**src/rtl/cfg_pkg.sv**
```systemverilog
// Shared configuration-memory constants and the load-sequencer state encoding.
// MEM_DEPTH is the config-memory depth used by the loader and the sequencer.
package cfg_pkg;

    localparam int MEM_DEPTH = 512;

    localparam int SEQ_PREAMBLE_LEN      = 3;
    localparam int SEQ_PREAMBLE_WAIT_CYC = 30_000_000;
    localparam int SEQ_POWERUP_WAIT_CYC  = 1_000_000;
    localparam int SEQ_ENTRY_TIMEOUT_CYC = 200_000;
    localparam int SEQ_MAX_RETRY         = 3;

    typedef enum logic [3:0] {
        S_IDLE,
        S_PWR_WAIT,
        S_ISSUE,
        S_WAIT_DONE,
        S_PRE_WAIT,
        S_NEXT,
        S_DRAIN,
        S_DONE,
        S_ERROR
    } seq_state_t;

    function automatic int max3(input int a, input int b, input int c);
        int m;
        m = (a > b) ? a : b;
        return (m > c) ? m : c;
    endfunction

endpackage

```
**src/rtl/seq_wait_timer.sv**
```systemverilog
// Loadable down-counter shared by every wait and timeout in the sequencer.
// tc_o is high whenever the count has reached zero.
module seq_wait_timer #(
    parameter int W = 8
) (
    input  logic         clk_i,
    input  logic         arst_i,
    input  logic         clear_i,
    input  logic         load_i,
    input  logic [W-1:0] load_val_i,
    output logic         tc_o
);

    logic [W-1:0] cnt;

    // Load wins over clear so a wait can be armed from an idle state.
    always_ff @(posedge clk_i or posedge arst_i) begin
        if (arst_i) begin
            cnt <= '0;
        end else if (load_i) begin
            cnt <= load_val_i;
        end else if (clear_i) begin
            cnt <= '0;
        end else if (cnt != '0) begin
            cnt <= cnt - W'(1);
        end
    end

    assign tc_o = (cnt == '0);

endmodule

```
**src/rtl/si5340_cfg_sequencer.sv**
```systemverilog
// Walks the single-entry Si5340 config loader over every config-memory entry,
// with power-up wait, post-preamble settle, per-entry timeout and bounded retry.
module si5340_cfg_sequencer
    import cfg_pkg::*;
#(
    parameter int MEM_DEPTH         = cfg_pkg::MEM_DEPTH,
    parameter int IDX_W             = $clog2(MEM_DEPTH),
    parameter int PREAMBLE_LEN      = SEQ_PREAMBLE_LEN,
    parameter int PREAMBLE_WAIT_CYC = SEQ_PREAMBLE_WAIT_CYC,
    parameter int POWERUP_WAIT_CYC  = SEQ_POWERUP_WAIT_CYC,
    parameter int ENTRY_TIMEOUT_CYC = SEQ_ENTRY_TIMEOUT_CYC,
    parameter int MAX_RETRY         = SEQ_MAX_RETRY
) (
    input  logic             clk_i,
    input  logic             arst_i,
    input  logic             start_i,
    input  logic             abort_i,
    output logic             load_o,
    output logic             write_o,
    output logic [IDX_W-1:0] idx_o,
    input  logic             entry_done_i,
    input  logic             entry_err_i,
    output logic             busy_o,
    output logic             done_o,
    output logic             err_o,
    output logic [IDX_W-1:0] err_idx_o,
    output logic [15:0]      retry_total_o,
    output seq_state_t       state_dbg_o
);

    localparam int TMR_MAX = max3(PREAMBLE_WAIT_CYC, POWERUP_WAIT_CYC, ENTRY_TIMEOUT_CYC);
    localparam int TMR_W   = (TMR_MAX < 1) ? 1 : $clog2(TMR_MAX + 1);
    localparam int RETRY_W = (MAX_RETRY < 1) ? 1 : $clog2(MAX_RETRY + 1);

    localparam int PWR_LOAD_I = (POWERUP_WAIT_CYC > 0) ? POWERUP_WAIT_CYC - 1 : 0;
    localparam int PRE_LOAD_I = (PREAMBLE_WAIT_CYC > 0) ? PREAMBLE_WAIT_CYC - 1 : 0;
    localparam int TO_LOAD_I  = (ENTRY_TIMEOUT_CYC > 0) ? ENTRY_TIMEOUT_CYC - 1 : 0;
    localparam int PRE_LAST_I = (PREAMBLE_LEN > 0) ? PREAMBLE_LEN - 1 : 0;

    localparam logic [TMR_W-1:0] PWR_LOAD = TMR_W'(PWR_LOAD_I);
    localparam logic [TMR_W-1:0] PRE_LOAD = TMR_W'(PRE_LOAD_I);
    localparam logic [TMR_W-1:0] TO_LOAD  = TMR_W'(TO_LOAD_I);
    localparam logic [IDX_W-1:0] PRE_LAST = IDX_W'(PRE_LAST_I);
    localparam logic [IDX_W-1:0] IDX_LAST = IDX_W'(MEM_DEPTH - 1);
    localparam bit               USE_PRE  = (PREAMBLE_LEN > 0) && (PREAMBLE_WAIT_CYC > 0);

    seq_state_t         state;
    logic               load_q;
    logic [IDX_W-1:0]   idx;
    logic [RETRY_W-1:0] retry;
    logic               done_q;
    logic               err_q;
    logic [IDX_W-1:0]   err_idx;
    logic [15:0]        retry_total;

    logic               tmr_clear;
    logic               tmr_load;
    logic [TMR_W-1:0]   tmr_val;
    logic               tmr_tc;
    logic               ok_done;
    logic               pre_last;

    assign ok_done  = entry_done_i && !entry_err_i;
    assign pre_last = USE_PRE && (idx == PRE_LAST);

    // Loader handshake: load_o is a one-cycle request for entry idx_o; the loader
    // answers with exactly one entry_done_i pulse (entry_err_i qualifies it), and no
    // new load is issued until that answer or the entry timeout has been seen.
    always_comb begin
        tmr_clear = 1'b0;
        tmr_load  = 1'b0;
        tmr_val   = '0;
        case (state)
            S_IDLE, S_DONE, S_ERROR: begin
                tmr_clear = 1'b1;
                if (start_i && !abort_i) begin
                    tmr_load = 1'b1;
                    tmr_val  = PWR_LOAD;
                end
            end
            S_ISSUE: begin
                tmr_load = 1'b1;
                tmr_val  = TO_LOAD;
            end
            S_WAIT_DONE: begin
                if (abort_i && !entry_done_i) begin
                    tmr_load = 1'b1;
                    tmr_val  = TO_LOAD;
                end else if (!abort_i && ok_done && pre_last) begin
                    tmr_load = 1'b1;
                    tmr_val  = PRE_LOAD;
                end
            end
            default: ;
        endcase
    end

    seq_wait_timer #(.W(TMR_W)) u_timer (
        .clk_i      (clk_i),
        .arst_i     (arst_i),
        .clear_i    (tmr_clear),
        .load_i     (tmr_load),
        .load_val_i (tmr_val),
        .tc_o       (tmr_tc)
    );

    always_ff @(posedge clk_i or posedge arst_i) begin
        if (arst_i) begin
            state       <= S_IDLE;
            load_q      <= 1'b0;
            idx         <= '0;
            retry       <= '0;
            done_q      <= 1'b0;
            err_q       <= 1'b0;
            err_idx     <= '0;
            retry_total <= '0;
        end else begin
            load_q <= 1'b0;
            case (state)
                S_IDLE, S_DONE, S_ERROR: begin
                    if (start_i && !abort_i) begin
                        done_q      <= 1'b0;
                        err_q       <= 1'b0;
                        err_idx     <= '0;
                        retry_total <= '0;
                        idx         <= '0;
                        retry       <= '0;
                        if (POWERUP_WAIT_CYC == 0) begin
                            state  <= S_ISSUE;
                            load_q <= 1'b1;
                        end else begin
                            state <= S_PWR_WAIT;
                        end
                    end
                end
                S_PWR_WAIT: begin
                    if (abort_i) begin
                        state <= S_IDLE;
                    end else if (tmr_tc) begin
                        state  <= S_ISSUE;
                        load_q <= 1'b1;
                    end
                end
                S_ISSUE: begin
                    state <= abort_i ? S_IDLE : S_WAIT_DONE;
                end
                // A completion in the same cycle as the timeout counts as success.
                S_WAIT_DONE: begin
                    if (abort_i) begin
                        state <= entry_done_i ? S_IDLE : S_DRAIN;
                    end else if (ok_done) begin
                        state <= pre_last ? S_PRE_WAIT : S_NEXT;
                    end else if (entry_done_i || tmr_tc) begin
                        if (retry < RETRY_W'(MAX_RETRY)) begin
                            retry  <= retry + RETRY_W'(1);
                            state  <= S_ISSUE;
                            load_q <= 1'b1;
                            if (retry_total != 16'hFFFF) begin
                                retry_total <= retry_total + 16'd1;
                            end
                        end else begin
                            err_q   <= 1'b1;
                            err_idx <= idx;
                            state   <= S_ERROR;
                        end
                    end
                end
                S_PRE_WAIT: begin
                    if (abort_i) begin
                        state <= S_IDLE;
                    end else if (tmr_tc) begin
                        state <= S_NEXT;
                    end
                end
                S_NEXT: begin
                    if (abort_i) begin
                        state <= S_IDLE;
                    end else if (idx == IDX_LAST) begin
                        done_q <= 1'b1;
                        state  <= S_DONE;
                    end else begin
                        idx    <= idx + IDX_W'(1);
                        retry  <= '0;
                        state  <= S_ISSUE;
                        load_q <= 1'b1;
                    end
                end
                S_DRAIN: begin
                    if (entry_done_i || tmr_tc) begin
                        state <= S_IDLE;
                    end
                end
                default: state <= S_IDLE;
            endcase
        end
    end

    // An abort in the issue cycle suppresses the strobe so no transaction starts.
    assign load_o        = load_q && !abort_i;
    assign busy_o        = !(state inside {S_IDLE, S_DONE, S_ERROR});
    assign write_o       = busy_o;
    assign idx_o         = idx;
    assign done_o        = done_q;
    assign err_o         = err_q;
    assign err_idx_o     = err_idx;
    assign retry_total_o = retry_total;
    assign state_dbg_o   = state;

endmodule

```
**config.mk**
```make
export PLATFORM = sky130hd
export DESIGN_NAME = si5340_cfg_sequencer
export DESIGN_NICKNAME = d
export VERILOG_FILES = /design/src/rtl/cfg_pkg.sv /design/src/rtl/seq_wait_timer.sv /design/src/rtl/si5340_cfg_sequencer.sv
export SDC_FILE = /design/constraint.sdc
export NUM_CORES = 1
export LEC_CHECK = 0
export ABC_AREA = 1
export CAP_MARGIN = 20
export CORE_MARGIN = 3
export CORE_UTILIZATION = 57
export DETAILED_ROUTE_END_ITERATION = 16
export HOLD_SLACK_MARGIN = 0.03
export PLACE_DENSITY = 0.79
export SYNTH_ARGS = -nofsm -noshare
export SYNTH_HDL_FRONTEND = slang
export SYNTH_SLANG_ARGS = --single-unit
```
**constraint.sdc**
```tcl
create_clock -name clk_i -period 2.7 [get_ports clk_i]
set_input_delay 0.81 -clock clk_i [delete_from_list [all_inputs] [get_ports clk_i]]
set_output_delay 0.81 -clock clk_i [all_outputs]
set_load 0.01 [all_outputs]
```
# After elaboration in Yosys (flattened, before gate mapping)
# Cells that the tools add are included.
[totals] ff_bits=68 output_inout_bits=43 elab_cells=135
[classes] addsub=4 magnitude_cmp=1 eq_ne=25 muxes=70 reduce_logical=26
[op_table] operator="$mux W25" n=5
[op_table] operator="$mux W16" n=6
[op_table] operator="$pmux W25 S3" n=1
[op_table] operator="$mux W9" n=7
[op_table] operator="$mux W4" n=10
[op_table] operator="$pmux W9 S2" n=2
[op_table] operator="$pmux W16 S2" n=1
[op_table] operator="$pmux W4 S7" n=1
[op_table] operator="$logic_not A25 Y1" n=1
[op_table] operator="$reduce_bool A25 Y1" n=1
[op_table] operator="$sub A25 B1 Y25 const B" n=1
[op_table] operator="$ne A2 B2 Y1 const B" n=11
[op_table] operator="$mux W1" n=20
[op_table] operator="$mux W20" n=1
[op_table] operator="$add A16 B1 Y16 const B" n=1
[op_table] operator="$eq A4 B3 Y1 const B" n=4
[op_table] operator="$mux W2" n=8
[op_table] operator="$ne A16 B16 Y1 const B" n=1
[op_table] operator="$add A9 B1 Y9 const B" n=1
[op_table] operator="$eq A9 B2 Y1 const B" n=1
[op_table] operator="$eq A9 B9 Y1 const B" n=1
[op_table] operator="$mux W3" n=3
[op_table] operator="$reduce_bool A3 Y1" n=3
[op_table] operator="$eq A4 B2 Y1 const B" n=2
[op_table] operator="other kinds (20)" n=33

# Longest topological paths before layout
[logic_depth] ltp_word=8 mapped_depth=13

# Cells and area by module
# From an unflattened synthesis, not the netlist that was laid out.
[unflattened] cells_unflattened=679 hier_area_um2=4758.3
[modules_own_cells] module="si5340_cfg_sequencer" instances=1 cells_each=407 area_per_inst_um2=2787.7
[modules_own_cells] module="seq_wait_timer" instances=1 cells_each=272 area_per_inst_um2=1970.6

# Least setup slack after synthesis
# OpenSTA, ideal clock, no wires.
[synth_timing] path_type="in2reg" start="input port abort_i" end="register u_timer.cnt[24]" t_arrival_ns=1.841 required_time_ns=2.575 path_slack_ns=0.734 cell_stages=10 path_buffers=2 path_cell_list="buf_2 inv_1 nand2_1 nor2_1 nand2_2 nand3_4 inv_2 buf_6 nand3_1 a21oi_1"
[synth_via] elab_chain_len=7 elab_cells_between_ends=14 classes_between="mux: 8; reduce/logical: 6"
[synth_lines] element="start: declaration" line_no="si5340_cfg_sequencer.sv:17" rtl="input logic abort_i,"
[synth_lines] element="$logic_not A1 Y1" line_no="si5340_cfg_sequencer.sv:76, si5340_cfg_sequencer.sv:89"
[synth_lines] element="$logic_and A1 B1 Y1 (2 in series)" line_no="si5340_cfg_sequencer.sv:89" rtl="end else if (!abort_i && ok_done && pre_last) begin"
[synth_lines] element="$mux W1 or $mux W25 (tied branches)" line_no="si5340_cfg_sequencer.sv:89"
[synth_lines] element="$mux W1 or $mux W25 (tied branches)" line_no="si5340_cfg_sequencer.sv:86" rtl="if (abort_i && !entry_done_i) begin"
[synth_lines] element="$pmux W1 S3 or $pmux W25 S3 (tied branches)" line_no="si5340_cfg_sequencer.sv:73" rtl="case (state)"
[synth_lines] element="$reduce_bool A3 Y1 (no line) or $mux W25 (tied branches)"
[synth_lines] element="end signal: assignment" line_no="seq_wait_timer.sv:21" rtl="cnt <= load_val_i;"
[synth_lines] element="end signal: assignment" line_no="seq_wait_timer.sv:25" rtl="cnt <= cnt - W'(1);"
[synth_lines] element="end: declaration" line_no="seq_wait_timer.sv:14" rtl="logic [W-1:0] cnt;"
# Several ways; a longest one is shown, not always the timed one.
# A chain may end at the register's enable or synchronous reset.

# Worst setup path in the final report
[layout_timing] start="register state[1] (netlist: state_dbg_o[1])" end="output port busy_o"
[layout_via] elab_chain_len=3 elab_cells_between_ends=5 classes_between="eq/ne: 2; reduce/logical: 3"
[layout_lines] element="start: declaration" line_no="si5340_cfg_sequencer.sv:47" rtl="seq_state_t state;"
[layout_lines] element="start signal: assignment" line_no="si5340_cfg_sequencer.sv:145" rtl="state <= abort_i ? S_IDLE : S_WAIT_DONE;"
[layout_lines] element="start signal: assignment" line_no="si5340_cfg_sequencer.sv:150" rtl="state <= entry_done_i ? S_IDLE : S_DRAIN;"
[layout_lines] element="start signal: assignment" line_no="si5340_cfg_sequencer.sv:152" rtl="state <= pre_last ? S_PRE_WAIT : S_NEXT;"
[layout_lines] element="$eq A4 B3 Y1, or another cell as far along" line_no="si5340_cfg_sequencer.sv:200" rtl="assign busy_o = !(state inside {S_IDLE, S_DONE, S_ERROR});"
[layout_lines] element="$reduce_bool A3 Y1 *" line_no="si5340_cfg_sequencer.sv:200"
[layout_lines] element="$logic_not A1 Y1 *" line_no="si5340_cfg_sequencer.sv:200"
[layout_lines] element="end: declaration" line_no="si5340_cfg_sequencer.sv:23" rtl="output logic busy_o,"
# Mark *: on every way between the ends. The rest lies on a longest branch, timed or not.

==> summary.txt <==
die width - 93.8 um
Setup Fix Bufs, Post-CTS - 0
initial antenna violation count - 0
critical path peak fanout - 8
GRT Overall Usage - 0.265
Antenna Diode Count - 0
Hold-fix buffers, CTS - 0
RD Place Congestion - 0.915
crit path launch type - flop
Worst EP required - 1.89 ns
fillers - 635
crit path time final - 2.60 ns
unrepaired setup endpoints after global routing - no
Ports - 49
Final Skew - 0.00862 ns
Die Y-Extent - 93.8 um
wl on met1 - 4740 um
largest buffer count on any clock path - 2
Layout area overhead - 17.7%
type of the tightest min-delay check - reg -> reg
via count - 4154
Slew HR - 0.609
Final Max Slew Viols - 0
WL final - 10800 um
post-cts resize count - 1
number of synthesized register bits - 68
peak supply drop - 0.377 mV
port bufs - 48
placed cell count - 765
period utilization - 0.963
CP arrival - 1.79 ns
critical path endpoint category - primary output
first-pass GRT wire length - 18600 um
PD cells - 850 mW/mm^2
synth warn - 0
Final setup viols - 0
Mapped Area - 0.00439 mm^2
syn nets - 632
Root Driver - clkbuf_8
fmax - 385 MHz
Final ANT Viol Nets - 0
leakage power - 2.44 nW
outcome - completed
Yosys cell types - 37
Post-Syn Instances - 619
layout cells sized above 1 - 0.113
die area - 0.00879 mm^2
largest net degree at the start of global routing - 40
core area - 0.00737 mm^2
ys async rst share - 1.00
htree depth - 3
total gr overflow - 0
Total Power - 4.39 mW
Worst-path clk slew - 0.07 ns
total CTS buffers - 9
TritonRoute pass-1 iters - 4
FP Rows - 31
Routed WL per cell - 13.8 um
EDFF count, synth - 0
MaxCap Viol Count - 0
TritonCTS clock tree - built
initial core utilization - 0.596
routed vias/inst - 5.32
Layout Cells excl Fill - 781
DP Wirelength - 7840 um
met3 wire length - 677 um
register area share after synthesis - 0.387
Slew @ Worst Pin - 0.585 ns
TritonCTS Sinks - 68
end-of-flow core utilization - 0.701
worst-skew pair later-pin latency - 0.35 ns
Crit Path Class - reg -> out
Nets - 690
vias in the first global route - 4118
max layer used - met4
Detailed Route Iter0 Violations - 200
Post-route DRC - 0
average size of a mapped cell - 7.09 um^2
met2 wire length - 5160 um
Synth Flop Type - dfrtp_1
final hold vios - 0
==> critical path: stages, from the launching register on <==
cell and delay, ns:
dfrtp_2 0.48, nand2_2 0.13, inv_2 0.05, nand2_2 0.09, nand2_4 0.09, inv_2 0.07, clkdlybuf4s50_1 0.53
==> cells in the mapped netlist (all sizes together) (2+ instances only) <==
| cell | n | area [um^2] |
|---|---|---|
| nand2 | 174 | 676 |
| nor2 | 108 | 455 |
| dfrtp | 68 | 1700 |
| inv | 65 | 244 |
| nand3 | 61 | 340 |
| o21ai | 34 | 181 |
| a21oi | 22 | 129 |
| xor2 | 15 | 131 |
| buf | 12 | 111 |
| nor3 | 12 | 60.1 |
| or2 | 11 | 71.3 |
| nand4 | 10 | 62.6 |
| ha | 7 | 87.6 |
| nand3b | 4 | 30.0 |
| o31ai | 3 | 22.5 |
| a31oi | 2 | 12.5 |
| and2 | 2 | 12.5 |
| clkbuf | 2 | 7.51 |
| o21a | 2 | 15.0 |
| o21bai | 2 | 15.0 |
==> worst paths after layout <==
| path | slack, ns | cells after the start | startpoint | to |
|---|---|---|---|---|
| setup / recovery | 0.10 | 6 | state_dbg_o[1]$_DFFE_PP0P_ | busy_o |
| hold / removal | 0.48 | 2 | err_idx_o[4]$_DFFE_PP0P_ | err_idx_o[4]$_DFFE_PP0P_ |
| setup reg to reg | 0.52 | 13 | u_timer.cnt[0]$_DFFE_PP0P_ | err_idx_o[3]$_DFFE_PP0P_ |
| hold reg to reg | 0.48 | 2 | err_idx_o[4]$_DFFE_PP0P_ | err_idx_o[4]$_DFFE_PP0P_ |
| max in group asynchronous | 1.24 | 3 | arst_i | retry[1]$_DFFE_PP0P_ |
| min in group asynchronous | 0.85 | 2 | arst_i | u_timer.cnt[15]$_DFFE_PP0P_ |
==> per-layer routing <==
| layer | up-vias | track usage |
|---|---|---|
| li1 | 2096 | - |
| met1 | 1910 | 0.342 |
| met2 | 135 | 0.443 |
| met3 | 13 | 0.0465 |
| met4 | 0 | 0.101 |
| met5 | - | 0 |
==> cells by family after synthesis <==
kind of cell,after synthesis,synth area share
AND/OR/NAND/NOR,382,0.389
buffers and inverters,79,0.0826
flip-flops,68,0.387
AO/OA/AOI/OAI,67,0.0892
XOR/XNOR,16,0.0319
adder cells (fa/ha/maj),7,0.0199
==> metrics by stage <==
stage	setup TNS, ns	instance area [um^2]	worst slack, ns	hold WS, ns
after detailed placement	-0.00446	4990	-0.00446	0.462
after global placement	0	4990	0.0197	0.460
final	0	5170	0.100	0.484
after global routing	0	5170	0.00730	0.500
after floorplan	0	4390	0.178	0.446
after CTS	0	5160	0.0432	0.483
==> cell type report <==
| cell class | instances | area (um^2) | area share |
|---|---|---|---|
| clock buffer | 12 | 155 | 0.0300 |
| clock inverter | 4 | 23.8 | 0.00460 |
| inverter | 65 | 244 | 0.0472 |
| multi-input combinational | 472 | 2330 | 0.451 |
| sequential | 68 | 1700 | 0.329 |
| tap | 99 | 124 | 0.0240 |
| timing repair buffer | 61 | 589 | 0.114 |
==> sequential cells by signal, summed over array words and instances, names as in the netlist <==
register and flops:
state_dbg_o 4, u_timer.cnt 25, retry_total_o 16, load_q 1, done_o 1, idx_o 9
err_idx_o 9, retry 2, err_o 1
==> layout by cell type (no fill, tap or decap), types with 3 or more instances in the layout <==
cell / Yosys / routed
o21ai_0: 14 / 14
inv_1: 58 / 57
nor3_1: 12 / 12
nand4_1: 10 / 10
dfrtp_1: 68 / 67
nand3_1: 57 / 57
ha_1: 7 / 7
buf_4: 3 / 12
clkbuf_8: 0 / 11
nand2_1: 167 / 167
nor2_1: 98 / 97
o21ai_1: 17 / 17
o31ai_1: 3 / 3
nand2_2: 6 / 6
nor2_2: 5 / 6
clkinv_2: 0 / 3
o21ai_2: 3 / 3
clkdlybuf4s50_1: 0 / 47
nor2_4: 5 / 5
or2_2: 10 / 10
nand3b_1: 4 / 4
inv_2: 7 / 8
a21oi_1: 19 / 19
xor2_1: 15 / 15
==> power by group <==
group / leakage (nW) / switching (mW) / internal, mW
Clock: 0.0961 / 0.398 / 0.381
Combinational: 1.43 / 1.48 / 0.751
Sequential: 0.919 / 0.187 / 1.20
Total: 2.44 / 2.06 / 2.33
No activity file was read; power rests on OpenSTA's default activity.
